## src/rtl/ifetch_pkg.sv

```systemverilog
// Shared constants for the instruction fetch stage.
// IFETCH_PERF_CNT_EN enables the delivered-instruction counter.
package ifetch_pkg;

  localparam int PC_WIDTH   = 32;
  localparam int INST_WIDTH = 32;
  localparam int BUF_DEPTH  = 2;

  localparam logic [31:0] RESET_VECTOR = 32'h0000_0000;
  localparam logic [31:0] NOP_INST     = 32'h0000_0013;

`ifdef IFETCH_PERF_CNT_EN
  localparam bit PERF_CNT_EN = 1'b1;
`else
  localparam bit PERF_CNT_EN = 1'b0;
`endif

endpackage

```

## src/rtl/ifetch_buffer.sv

```systemverilog
// Synchronous FIFO holding {instruction, pc} entries between the bus and the decoder.
// Flush empties it in one cycle; push and pop may coincide even when full.
module ifetch_buffer #(
  parameter int width = 64,
  parameter int depth = 2
) (
  input  logic                       clk,
  input  logic                       rst,
  input  logic                       push,
  input  logic [width-1:0]           push_data,
  input  logic                       pop,
  input  logic                       flush,
  output logic [width-1:0]           head,
  output logic                       full,
  output logic                       empty,
  output logic [$clog2(depth):0]     count
);

  localparam int aw = $clog2(depth);
  localparam int cw = aw + 1;

  logic [width-1:0] mem [depth];
  logic [aw-1:0]    wr_ptr;
  logic [aw-1:0]    rd_ptr;
  logic             do_push;
  logic             do_pop;

  assign full    = (count == cw'(depth));
  assign empty   = (count == '0);
  assign do_push = push && (!full || pop);
  assign do_pop  = pop && !empty;
  assign head    = mem[rd_ptr];

  // NOTE: storage is deliberately not reset; only pointers and count need a known value.
  always_ff @(posedge clk) begin
    if (do_push && !flush) mem[wr_ptr] <= push_data;
  end

  // NOTE: sequential state uses non-blocking assignments so every register samples pre-edge values.
  always_ff @(posedge clk) begin
    if (rst || flush) begin
      wr_ptr <= '0;
      rd_ptr <= '0;
      count  <= '0;
    end else begin
      if (do_push) wr_ptr <= wr_ptr + aw'(1);
      if (do_pop)  rd_ptr <= rd_ptr + aw'(1);
      count <= count + cw'(do_push) - cw'(do_pop);
    end
  end

endmodule

```

## src/rtl/ifetch.sv

```systemverilog
// Instruction fetch stage: owns the PC, issues word-aligned reads, buffers responses
// for the decoder and restarts on redirect. IFETCH_PERF_CNT_EN adds fetch_count.
module ifetch
  import ifetch_pkg::*;
#(
  parameter int                  pc_width   = PC_WIDTH,
  parameter int                  inst_width = INST_WIDTH,
  parameter logic [pc_width-1:0] pc_init    = pc_width'(RESET_VECTOR),
  parameter int                  buf_depth  = BUF_DEPTH
) (
  input  logic                  clk,
  input  logic                  rst,
  output logic [pc_width-1:0]   ir_addr,
  output logic                  ir_addr_valid,
  input  logic                  ir_addr_ready,
  input  logic [inst_width-1:0] ir_data,
  input  logic                  ir_data_valid,
  output logic                  ir_data_ready,
  input  logic                  redirect,
  input  logic [pc_width-1:0]   redirect_pc,
  output logic [inst_width-1:0] inst,
  output logic [pc_width-1:0]   inst_pc,
  output logic                  inst_valid,
  input  logic                  inst_ready
`ifdef IFETCH_PERF_CNT_EN
  ,
  output logic [31:0]           fetch_count
`endif
);

  localparam int cnt_w = $clog2(buf_depth) + 1;
  localparam int ent_w = inst_width + pc_width;

  logic [pc_width-1:0] pc;
  logic [pc_width-1:0] resp_pc;
  logic [pc_width-1:0] target_pc;
  logic [cnt_w-1:0]    outstanding;
  logic [cnt_w-1:0]    outstanding_nxt;
  logic [cnt_w-1:0]    discard;
  logic [cnt_w-1:0]    buf_count;
  logic [cnt_w:0]      in_use;
  logic                buf_full;
  logic                buf_empty;
  logic                req_fire;
  logic                resp;
  logic                resp_keep;
  logic                pop;
  logic [ent_w-1:0]    head;

  assign ir_addr       = pc;
  assign ir_data_ready = 1'b1;
  assign target_pc     = redirect_pc & ~pc_width'(3);

  // NOTE: every always_comb output gets a default first so no path can infer a latch.
  always_comb begin
    in_use          = {1'b0, outstanding} + {1'b0, buf_count};
    ir_addr_valid   = !redirect && (in_use < (cnt_w + 1)'(buf_depth));
    req_fire        = ir_addr_valid && ir_addr_ready;
    resp            = ir_data_valid && (outstanding != '0);
    resp_keep       = resp && (discard == '0) && !redirect;
    pop             = inst_valid && inst_ready && !redirect;
    outstanding_nxt = outstanding + cnt_w'(req_fire) - cnt_w'(resp);
  end

  // Between redirects requests are sequential, so the next kept response is always resp_pc.
  always_ff @(posedge clk) begin
    if (rst) begin
      pc          <= pc_init;
      resp_pc     <= pc_init;
      outstanding <= '0;
      discard     <= '0;
    end else begin
      outstanding <= outstanding_nxt;
      if (redirect) begin
        pc      <= target_pc;
        resp_pc <= target_pc;
        discard <= outstanding_nxt;
      end else begin
        if (req_fire)                 pc      <= pc + pc_width'(4);
        if (resp_keep)                resp_pc <= resp_pc + pc_width'(4);
        if (resp && discard != '0)    discard <= discard - cnt_w'(1);
      end
    end
  end

  ifetch_buffer #(
    .width (ent_w),
    .depth (buf_depth)
  ) u_buffer (
    .clk       (clk),
    .rst       (rst),
    .push      (resp_keep),
    .push_data ({ir_data, resp_pc}),
    .pop       (pop),
    .flush     (redirect),
    .head      (head),
    .full      (buf_full),
    .empty     (buf_empty),
    .count     (buf_count)
  );

  assign inst       = head[ent_w-1:pc_width];
  assign inst_pc    = head[pc_width-1:0];
  assign inst_valid = !buf_empty;

  // A response without a request, or a push into a full buffer without a pop, is a bus error.
  always_ff @(posedge clk) begin
    if (!rst && ir_data_valid)
      assert (outstanding != '0) else $error("ifetch: response with no outstanding request");
    if (!rst && resp_keep)
      assert (!buf_full || pop) else $error("ifetch: instruction buffer overrun");
  end

`ifdef IFETCH_PERF_CNT_EN
  always_ff @(posedge clk) begin
    if (rst)      fetch_count <= '0;
    else if (pop) fetch_count <= fetch_count + 32'd1;
  end
`endif

endmodule

```

## config.mk

```make
export PLATFORM = sky130hd
export DESIGN_NAME = ifetch
export DESIGN_NICKNAME = d
export VERILOG_FILES = /design/src/rtl/ifetch_pkg.sv /design/src/rtl/ifetch_buffer.sv /design/src/rtl/ifetch.sv
export SDC_FILE = /design/constraint.sdc
export NUM_CORES = 1
export LEC_CHECK = 0
export CAP_MARGIN = 10
export CORE_ASPECT_RATIO = 1.5
export CORE_UTILIZATION = 50
export CTS_CLUSTER_DIAMETER = 200
export DETAILED_ROUTE_END_ITERATION = 12
export PLACE_DENSITY = 0.78
export SYNTH_ARGS = -nofsm -noshare
export SYNTH_HDL_FRONTEND = slang
export SYNTH_SLANG_ARGS = --single-unit
```

## constraint.sdc

```tcl
create_clock -name clk -period 27.3 [get_ports clk]
set_input_delay 5.46 -clock clk [delete_from_list [all_inputs] [get_ports clk]]
set_output_delay 5.46 -clock clk [all_outputs]
set_load 0.02 [all_outputs]
```

==> Yosys cells after proc, flatten, opt, wreduce, memory -nomap -nowiden <==
Memory sizes are Yosys's and may differ from the RTL's. A register that Yosys moved wholly into a read port is not among the register bits.
Cells that the tools add are included.
{ "classes": {"reduce_logical": 24, "n_eq_ne": 1, "muxes": 10, "n_addsub": 10, "order_cmp": 1} }
{ "op_table": {"columns": ["op", "count"], "rows": [
  ["$mux 32", 4],
  ["$add 32x3->32 const B", 2],
  ["$logic_and 1x1->1", 11],
  ["$reduce_bool 2->1", 5],
  ["$add 2x1->2", 2],
  ["$logic_not 2->1", 2],
  ["$mux 1", 4],
  ["$mux 2", 2],
  ["$sub 2x1->2", 2],
  ["$add 2x2->3", 1],
  ["$logic_not 1->1", 3],
  ["$lt 3x2->1 const B", 1],
  ["$add 1x1->1 const B", 2],
  ["$eq 2x2->1 const B", 1],
  ["$logic_or 1x1->1", 2],
  ["$reduce_or 2->1", 1],
  ["$sub 2x1->2 const B", 1]
]} }
{ "word_totals": {"input_bits": 70, "ramBits": 128, "register_bits": 72, "n_memories": 1} }
{ "mem_list": {"columns": ["name", "depth", "width", "rd", "rd_clocked_by_memory_dff", "write_ports", "line", "rtl"], "rows": [
  ["u_buffer.mem", 2, 64, 1, 1, 1, "ifetch_buffer.sv:22", "logic [width-1:0] mem [depth];"]
]} }

==> Logic depth before layout (Yosys ltp) <==
Gate-level depths: netlist of run 1.
{ "depth": {"depth_word": 9, "ltp_mapped": 12} }

==> Cells and area by module <==
From an unflattened synthesis of run 1, not the netlist that was laid out.
{ "hier_totals": {"cells_unflattened": 649, "area_unflattened_um2": 8735.9} }
{ "by_module_without_submodules": {"columns": ["module", "n_inst", "seq_area_each_um2", "cells_each", "area_per_inst_um2"], "rows": [
  ["ifetch_buffer", 1, 3943.8, 225, 5166.2],
  ["ifetch", 1, 1281.2, 424, 3569.7]
]} }

==> Worst setup path before layout of run 1 <==
No wires, ideal clock.
{ "synth_timing": {"path_type": "input to register", "startpoint": "in redirect", "endpoint": "mem u_buffer.mem[0][10], enable pin", "stages": 3, "arrival_ps": 11862, "setup_ps": 635, "slack_ps": 14803, "n_path_buf": 2, "path_cell_list": "clkbuf_1 > clkbuf_1 > nor4_1"} }
{ "synth_between": {"elab_chain_cells": 7, "elab_cells_between_ends": 8, "cone_classes": "mux: 2; reduce/logical: 6"} }
{ "synth_lines": {"columns": ["element", "line", "rtl"], "rows": [
  ["start, declared", "ifetch.sv:19", "input logic redirect,"],
  ["$logic_not 1->1 *", "ifetch_buffer.sv:36, ifetch.sv:60, ifetch.sv:61", null],
  ["$logic_and 1x1->1", "ifetch.sv:61", "pop = inst_valid && inst_ready && !redirect;"],
  ["$logic_or 1x1->1", "ifetch_buffer.sv:30", "assign do_push = push && (!full || pop);"],
  ["$logic_and 1x1->1", "ifetch_buffer.sv:30", null],
  ["$logic_and 1x1->1 *", "ifetch_buffer.sv:36", "if (do_push && !flush) mem[wr_ptr] <= push_data;"],
  ["$mux 1 *", "ifetch_buffer.sv:36", null],
  ["$mux 1 (implied by the code) *", "ifetch_buffer.sv:36", null],
  ["end, declared", "ifetch_buffer.sv:22", null]
]} }
Mark *: on every way between the ends. The rest lies on a longest branch, timed or not.

==> Final worst setup path of run 1 <==
{ "layout_timing": {"startpoint": "in redirect", "endpoint": "out ir_addr_valid"} }
{ "layout_between": {"elab_chain_cells": 2} }
{ "layout_lines": {"columns": ["element", "line", "rtl"], "rows": [
  ["$logic_not 1->1", "ifetch.sv:57", "ir_addr_valid = !redirect && (in_use < (cnt_w + 1)'(buf_depth));"],
  ["$logic_and 1x1->1", "ifetch.sv:57", null],
  ["end, declared", "ifetch.sv:14", "output logic ir_addr_valid,"]
]} }
Every way passes these cells.

==> summary.txt, run 1 <==
Synthesis
  – Largest cells by area after synthesis: edfxtp_1, dfxtp_1, mux2_2, xnor2_1, a21boi_0
  – Flop and latch count out of synthesis: 193
  – Post-synth ARST share: 0%
  – Yosys top cell area share: 44.7%
  – Post-synth EDFFs: 124
  – Avg Synthesized Cell Area: 13.0 µm²
  – Area leader, netlist: edfxtp_1
  – Cells after Synth: 641
  – Yosys warnings: 0
  – Seq/Total Area, Yosys: 61.3%
  – Post-synthesis cell type count: 55
  – Mapped Area: 8330 µm²
  – Synth Flop Type: edfxtp_1

Worst setup path
  – Worst setup EP type: output port
  – Critical path type: input pin to output port
  – Most frequent CP cell: clkdlybuf4s50_1
  – Critical Path Start Type: input pin
  – Crit-path max cell delay: 0.90 ns
  – Crit path DAT: 7.34 ns
  – CP max FO: 20
  – Critical path's slowest cell: clkdlybuf4s50_1
  – CP Data Required Time: 21.84 ns
  – CP cell instances: clkdlybuf4s50_1 -> nor3_1 -> clkdlybuf4s50_1

Die
  – # IOs: 169
  – Die area: 17200 µm²
  – Starting density of the core: 51.3%
  – Floorplan row count: 57
  – Core Area: 16300 µm²
  – Die width: 107 µm
  – DIE HEIGHT: 160 µm

Detailed routing
  – Drt first pass iters: 4
  – Vias: 5611
  – Wire length per cell: 18.3 µm
  – DRT iter0 DRCs: 315
  – Total wire length: 18600 µm
  – Post-DR vias/cell: 5.53
  – Number of remaining DRC errors: 0
  – Post-route ant nets: 0

Flow run
  – Max-cap violations: 0

CTS
  – Clk_lat worst skew: 0.42 ns
  – Clock tree buffer depth: 2
  – Post-CTS setup buffers: 0
  – # hold bufs at CTS: 0
  – Clock transition at the registers of the reported paths: 0.07 ns
  – Root buffer cell: clkbuf_16
  – # clock sinks: 193
  – Num CTS Buffers: 17
  – CTS tree: built
  – H-tree depth: 4
  – CTS resizes: 0

Place
  – Post-DP HPWL: 13100 µm
  – I/O Buffers: 161
  – Dpl ws: 14.49 ns
  – Placed cells: 983
  – Routability cong.: 0.911

Power and ir drop
  – VDD IR max: 36.6 µV
  – Net Sw Frac: 26.9%
  – Comb pwr share: 16.9%
  – Power Total: 0.000697 W
  – P_sw: 0.000187 W
  – Flop pwr share: 50.1%
  – Clock share of power: 33.0%
  – Internal power: 0.000510 W
  – Power per cell area: 65.4 nW/µm²
  – Leak pwr: 3.56 nW

STA
  – Final Hold Violating Endpoints: 0
  – Clock Skew: 0.0122 ns
  – Fmax: 78.1 MHz
  – Slew @ Worst Pin: 0.941 ns
  – Final slew viol count: 0
  – Final Setup Violations: 0
  – Final worst slack: 14.50 ns
  – RSZ-0062 raised after global routing: false
  – Slew headroom: 37.1%
  – Setup TNS: 0 ns
  – Final worst path period need: 12.80 ns
  – Fin crit share: 46.9%

Final layout
  – Nets: 874
  – Commonest non-fill, non-tap cell in the layout: clkdlybuf4s50_1
  – Commonest non-fill, non-tap cells in the layout: clkdlybuf4s50_1, edfxtp_1, dfxtp_1
  – Fill cells: 1270
  – Layout cells sized above 1: 14.5%
  – Synthesis-to-layout area growth: 28.0%
  – Final Non-Filler Cells: 1014
  – Ant. Diodes: 0

Run status
  – Status: complete, no violations

Global routing
  – Tot GR Track Use: 21.9%
  – GRT overflow: 0
  – First-pass GRT wire length: 28800 µm
  – Pin count of the biggest net entering global routing: 63
  – Initial antenna violation count: 0
  – Vias in the first global route: 5667

Worst hold path
  – Tightest Hold Check Type: register to register
kinds of logic (layout without fill, tap and decap cells):
kind of cell,count (synthesis),in the layout,share of synthesized area [%]
other cells,2,5,0.0901
xor+xnor,58,58,6.10
mux,64,64,8.62
simple gates,166,166,11.5
flops,193,193,61.3
fa+ha+maj,8,8,1.29
compound gates,102,102,8.62
buf+inv,48,212,2.51
metal layers:
| metal | GRT usage [%] | routed length (µm) | vias to the layer above |
|---|---|---|---|
| li1 | - | - | 2678 |
| met1 | 24.9 | 7400 | 2748 |
| met2 | 40.4 | 10000 | 160 |
| met3 | 3.92 | 798 | 25 |
| met4 | 8.03 | 393 | 0 |
| met5 | 0 | 0 | - |
Yosys cell counts, drive strengths merged (18+ instances only):
library cell  count
edfxtp          124
dfxtp            69
mux2             62
xnor2            39
a21boi           38
nand2            34
clkbuf           24
o21a             23
nor3             22
nor2             20
xor2             19
nand3            18
cell type report:
type	instances	area (µm²)	area share (%)
clock inverters	14	126	1.18
clock buffers	17	425	3.99
well taps	206	258	2.42
inverters	13	48.8	0.457
repair buffers	168	1660	15.6
multi-input cells	403	3040	28.5
flip-flops and latches	193	5110	47.9
power groups by stage:
stage,Clock [W],Combinational (W),Sequential (W)
final,0.000230,0.000118,0.000349
after global routing,0.000246,0.000126,0.000351
after CTS,0.000235,0.000119,0.000349
after detailed placement,0,0.000118,0.000356
after global placement,0,0.000116,0.000354
after floorplan,0,0.0000642,0.000358
critical path: cells and delay by family:
kind / cells / cell delay (ns)
buffers and inverters: 2 / 1.54
and+or+nand+nor: 1 / 0.34
sequential cells by signal, indices dropped and copies added, names as in the netlist, named ones only:
signal	flops
resp_pc	30
discard	2
u_buffer.mem	124
u_buffer.wr_ptr	1
outstanding	2
ir_addr	30
u_buffer.rd_ptr	1
u_buffer.count	2
path summary, 6_finish.rpt:
kind / startpoint / endpoint / slack (ns) / depth (start not counted)
setup / recovery: redirect / ir_addr_valid / 14.50 / 3
hold / removal: resp_pc[8]$_SDFFE_PP0P_ / u_buffer.mem[0][8]$_DFFE_PP_ / 0.51 / 0
setup reg to reg: outstanding[0]$_SDFF_PP0_ / discard[1]$_SDFFE_PP0P_ / 24.14 / 12
hold reg to reg: resp_pc[8]$_SDFFE_PP0P_ / u_buffer.mem[0][8]$_DFFE_PP_ / 0.51 / 0
through the flow:
step | hold slack, ns | area, µm² | util (%)
CTS | 0.509 | 10700 | 65.6
floorplan | 0.445 | 8350 | -
finish | 0.513 | 10700 | 65.6
detailed placement | 0.484 | 10100 | 62.2
global route | 0.525 | 10700 | 65.6
global placement | 0.469 | 10100 | 62.2
No activity file was read; power rests on OpenSTA's default activity.
==> run 2: changes to the inputs <==
==> constraint.sdc (replaced) <==
create_clock -name clk -period 11.9 [get_ports clk]
set_input_delay 2.38 -clock clk [delete_from_list [all_inputs] [get_ports clk]]
set_output_delay 2.38 -clock clk [all_outputs]
set_load 0.02 [all_outputs]
==> run 2 against run 1 <==
Net effect: wire length about the same; critical path type unchanged; clock skew increased by 0.0032 ns; critical endpoint unchanged; via count down 0.82%; worst setup slack worse by 9.2 ns; flip-flop and latch count is the same.
==> summary.txt, run 2 (same netlist as run 1, synthesis figures left out) <==
Power and ir drop
  – Leak pwr: 3.58 nW (+0.47%)
  – VDD IR max: 85.5 µV (+130%)
  – Power per cell area: 151 nW/µm² (+130%)
  – Power Total: 0.00162 W (+130%)

Final layout
  – Nets: 873 (-0.11%)
  – Fill cells: 1281 (+0.87%)
  – Commonest non-fill, non-tap cell in the layout: clkdlybuf4s50_1
  – Commonest non-fill, non-tap cells in the layout: clkdlybuf4s50_1, edfxtp_1, dfxtp_1
  – Post-route cell area: 10700 µm² (+0.15%)
  – Layout cells sized above 1: 14.4% (-0.12 points)
  – Register with the highest flop count: u_buffer.mem
  – Synthesis-to-layout area growth: 28.2%
  – Ant. Diodes: 0 (unchanged)
  – Max reg flops: 124 (unchanged)

STA
  – Final Hold Violating Endpoints: 0 (unchanged)
  – Final worst path period need: 6.65 ns
  – Final worst slack: 5.25 ns (-9.24 ns)
  – Slew @ Worst Pin: 0.955 ns (+0.0140 ns)
  – Final slew viol count: 0 (unchanged)
  – Setup TNS: 0 ns (unchanged)
  – Clock Skew: 0.0154 ns (+0.00317 ns)
  – Fmax: 150 MHz
  – RSZ-0062 raised after global routing: false
  – Hold_ws: 0.509 ns (-0.00317 ns)
  – Slew headroom: 36.2% (-0.81 points)
  – Fin crit share: 55.9%
  – Final Setup Violations: 0 (unchanged)

Die
  – Floorplan row count: 57 (unchanged)
  – DIE HEIGHT: 160 µm (unchanged)
  – Die area: 17200 µm² (unchanged)
  – # IOs: 169 (unchanged)
  – Core Area: 16300 µm² (unchanged)
  – Die width: 107 µm (unchanged)
  – Starting density of the core: 51.3% (unchanged)

Worst hold path
  – Hold EP: u_buffer.mem[1][31]$_DFFE_PP_
  – Min-Delay Startpoint: resp_pc[31]$_SDFFE_PP0P_
  – Tightest Hold Check Type: register to register
  – Hold depth: 0 (unchanged)

Detailed routing
  – Wire length per cell: 18.3 µm (about the same)
  – Post-DR vias/cell: 5.49 (-0.82%)
  – Drt first pass iters: 5 (+1)
  – Post-route ant nets: 0 (unchanged)
  – Total wire length: 18600 µm (about the same)
  – Vias: 5565 (-0.82%)
  – Number of remaining DRC errors: 0 (unchanged)
  – DRT iter0 DRCs: 246 (-22%)

Place
  – Area after DPL: 10100 µm² (about the same)
  – I/O Buffers: 161 (unchanged)
  – Routability cong.: 0.915 (+0.51%)
  – Dpl ws: 5.23 ns (-9.27 ns)
  – Post-DP HPWL: 12900 µm (-1.3%)

Worst setup path
  – Crit path DAT: 4.27 ns (-3.07 ns)
  – Reg2Reg Depth: 12 (unchanged)
  – R2r endpoint: discard[1]$_SDFFE_PP0P_
  – Worst setup EP type: output port
  – R2R Path Start: outstanding[0]$_SDFF_PP0_
  – Critical path type: input pin to output port
  – CP max FO: 20 (unchanged)
  – FF-to-FF setup slack: 8.71 ns (-15.43 ns)
  – Critical Path Start Type: input pin
  – CP Data Required Time: 9.52 ns (-12.32 ns)

CTS
  – # hold bufs at CTS: 0 (unchanged)
  – Num CTS Buffers: 17 (unchanged)
  – Root buffer cell: clkbuf_16
  – Clock tree buffer depth: 2 (unchanged)
  – # clock sinks: 193 (unchanged)
  – H-tree depth: 4 (unchanged)
  – CTS tree: built
  – Clk_lat worst skew: 0.43 ns (about the same)
  – Clock transition at the registers of the reported paths: 0.07 ns (about the same)
  – CTS resizes: 0 (unchanged)
  – Post-CTS setup buffers: 0 (unchanged)

Global routing
  – Initial antenna violation count: 0 (unchanged)
  – First-pass GRT wire length: 29000 µm (+0.77%)
  – Pin count of the biggest net entering global routing: 75 (+19%)
  – GRT overflow: 0 (unchanged)
  – Tot GR Track Use: 22.1% (+0.15 points)
  – Vias in the first global route: 5776 (+1.9%)

Flow run
  – Max-cap violations: 0 (unchanged)

Run status
  – Status: complete, no violations
-- run 2: worst max path at each step --
stage          startpoint                            end  slack (ns)
2_1_floorplan    redirect  u_buffer.mem[0][10]$_DFFE_PP_        2.48
3_3_place_gp     redirect                  ir_addr_valid        5.26
3_5_place_dp     redirect                  ir_addr_valid        5.23
4_1_cts          redirect                  ir_addr_valid        5.24
5_1_grt          redirect                  ir_addr_valid        5.17
6_report         redirect                  ir_addr_valid        5.25
-- run 2: power by group --
| part | internal (W) | switching (W) |
|---|---|---|
| Clock | 0.000280 | 0.000266 |
| Combinational | 0.000129 | 0.000141 |
| Sequential | 0.000766 | 0.0000351 |
-- run 2: final cells by class --
cell class / count / area, µm² / share of cell area (%)
clock buffer: 18 / 429 / 4.02
inverter: 13 / 48.8 / 0.457
multi-input combinational: 403 / 3040 / 28.4
tap: 206 / 258 / 2.41
timing repair buffer: 167 / 1660 / 15.5
sequential: 193 / 5110 / 47.8
clock inverter: 14 / 146 / 1.37
-- run 2: through the flow --
step                      utilization, %  cells
final                               65.7   1014
after global routing                65.7   1014
after CTS                           65.7   1014
after detailed placement            62.2    982
after global placement              62.2    982
after floorplan                        -    644
-- run 2: critical path: stages --
cell,delay (ns)
clkdlybuf4s50_1,0.88
nor3_1,0.36
clkdlybuf4s50_1,0.64
-- run 2: metal layers --
metal / share of wire, % / vias to the layer above / global-route usage, % / routed length [µm]
met3: 4.7 / 28 / 3.80 / 864
met5: 0 / - / 0 / 0
met1: 40 / 2678 / 24.9 / 7410
li1: - / 2674 / - / -
met4: 2.3 / 0 / 9.03 / 419
met2: 53 / 185 / 40.6 / 9880
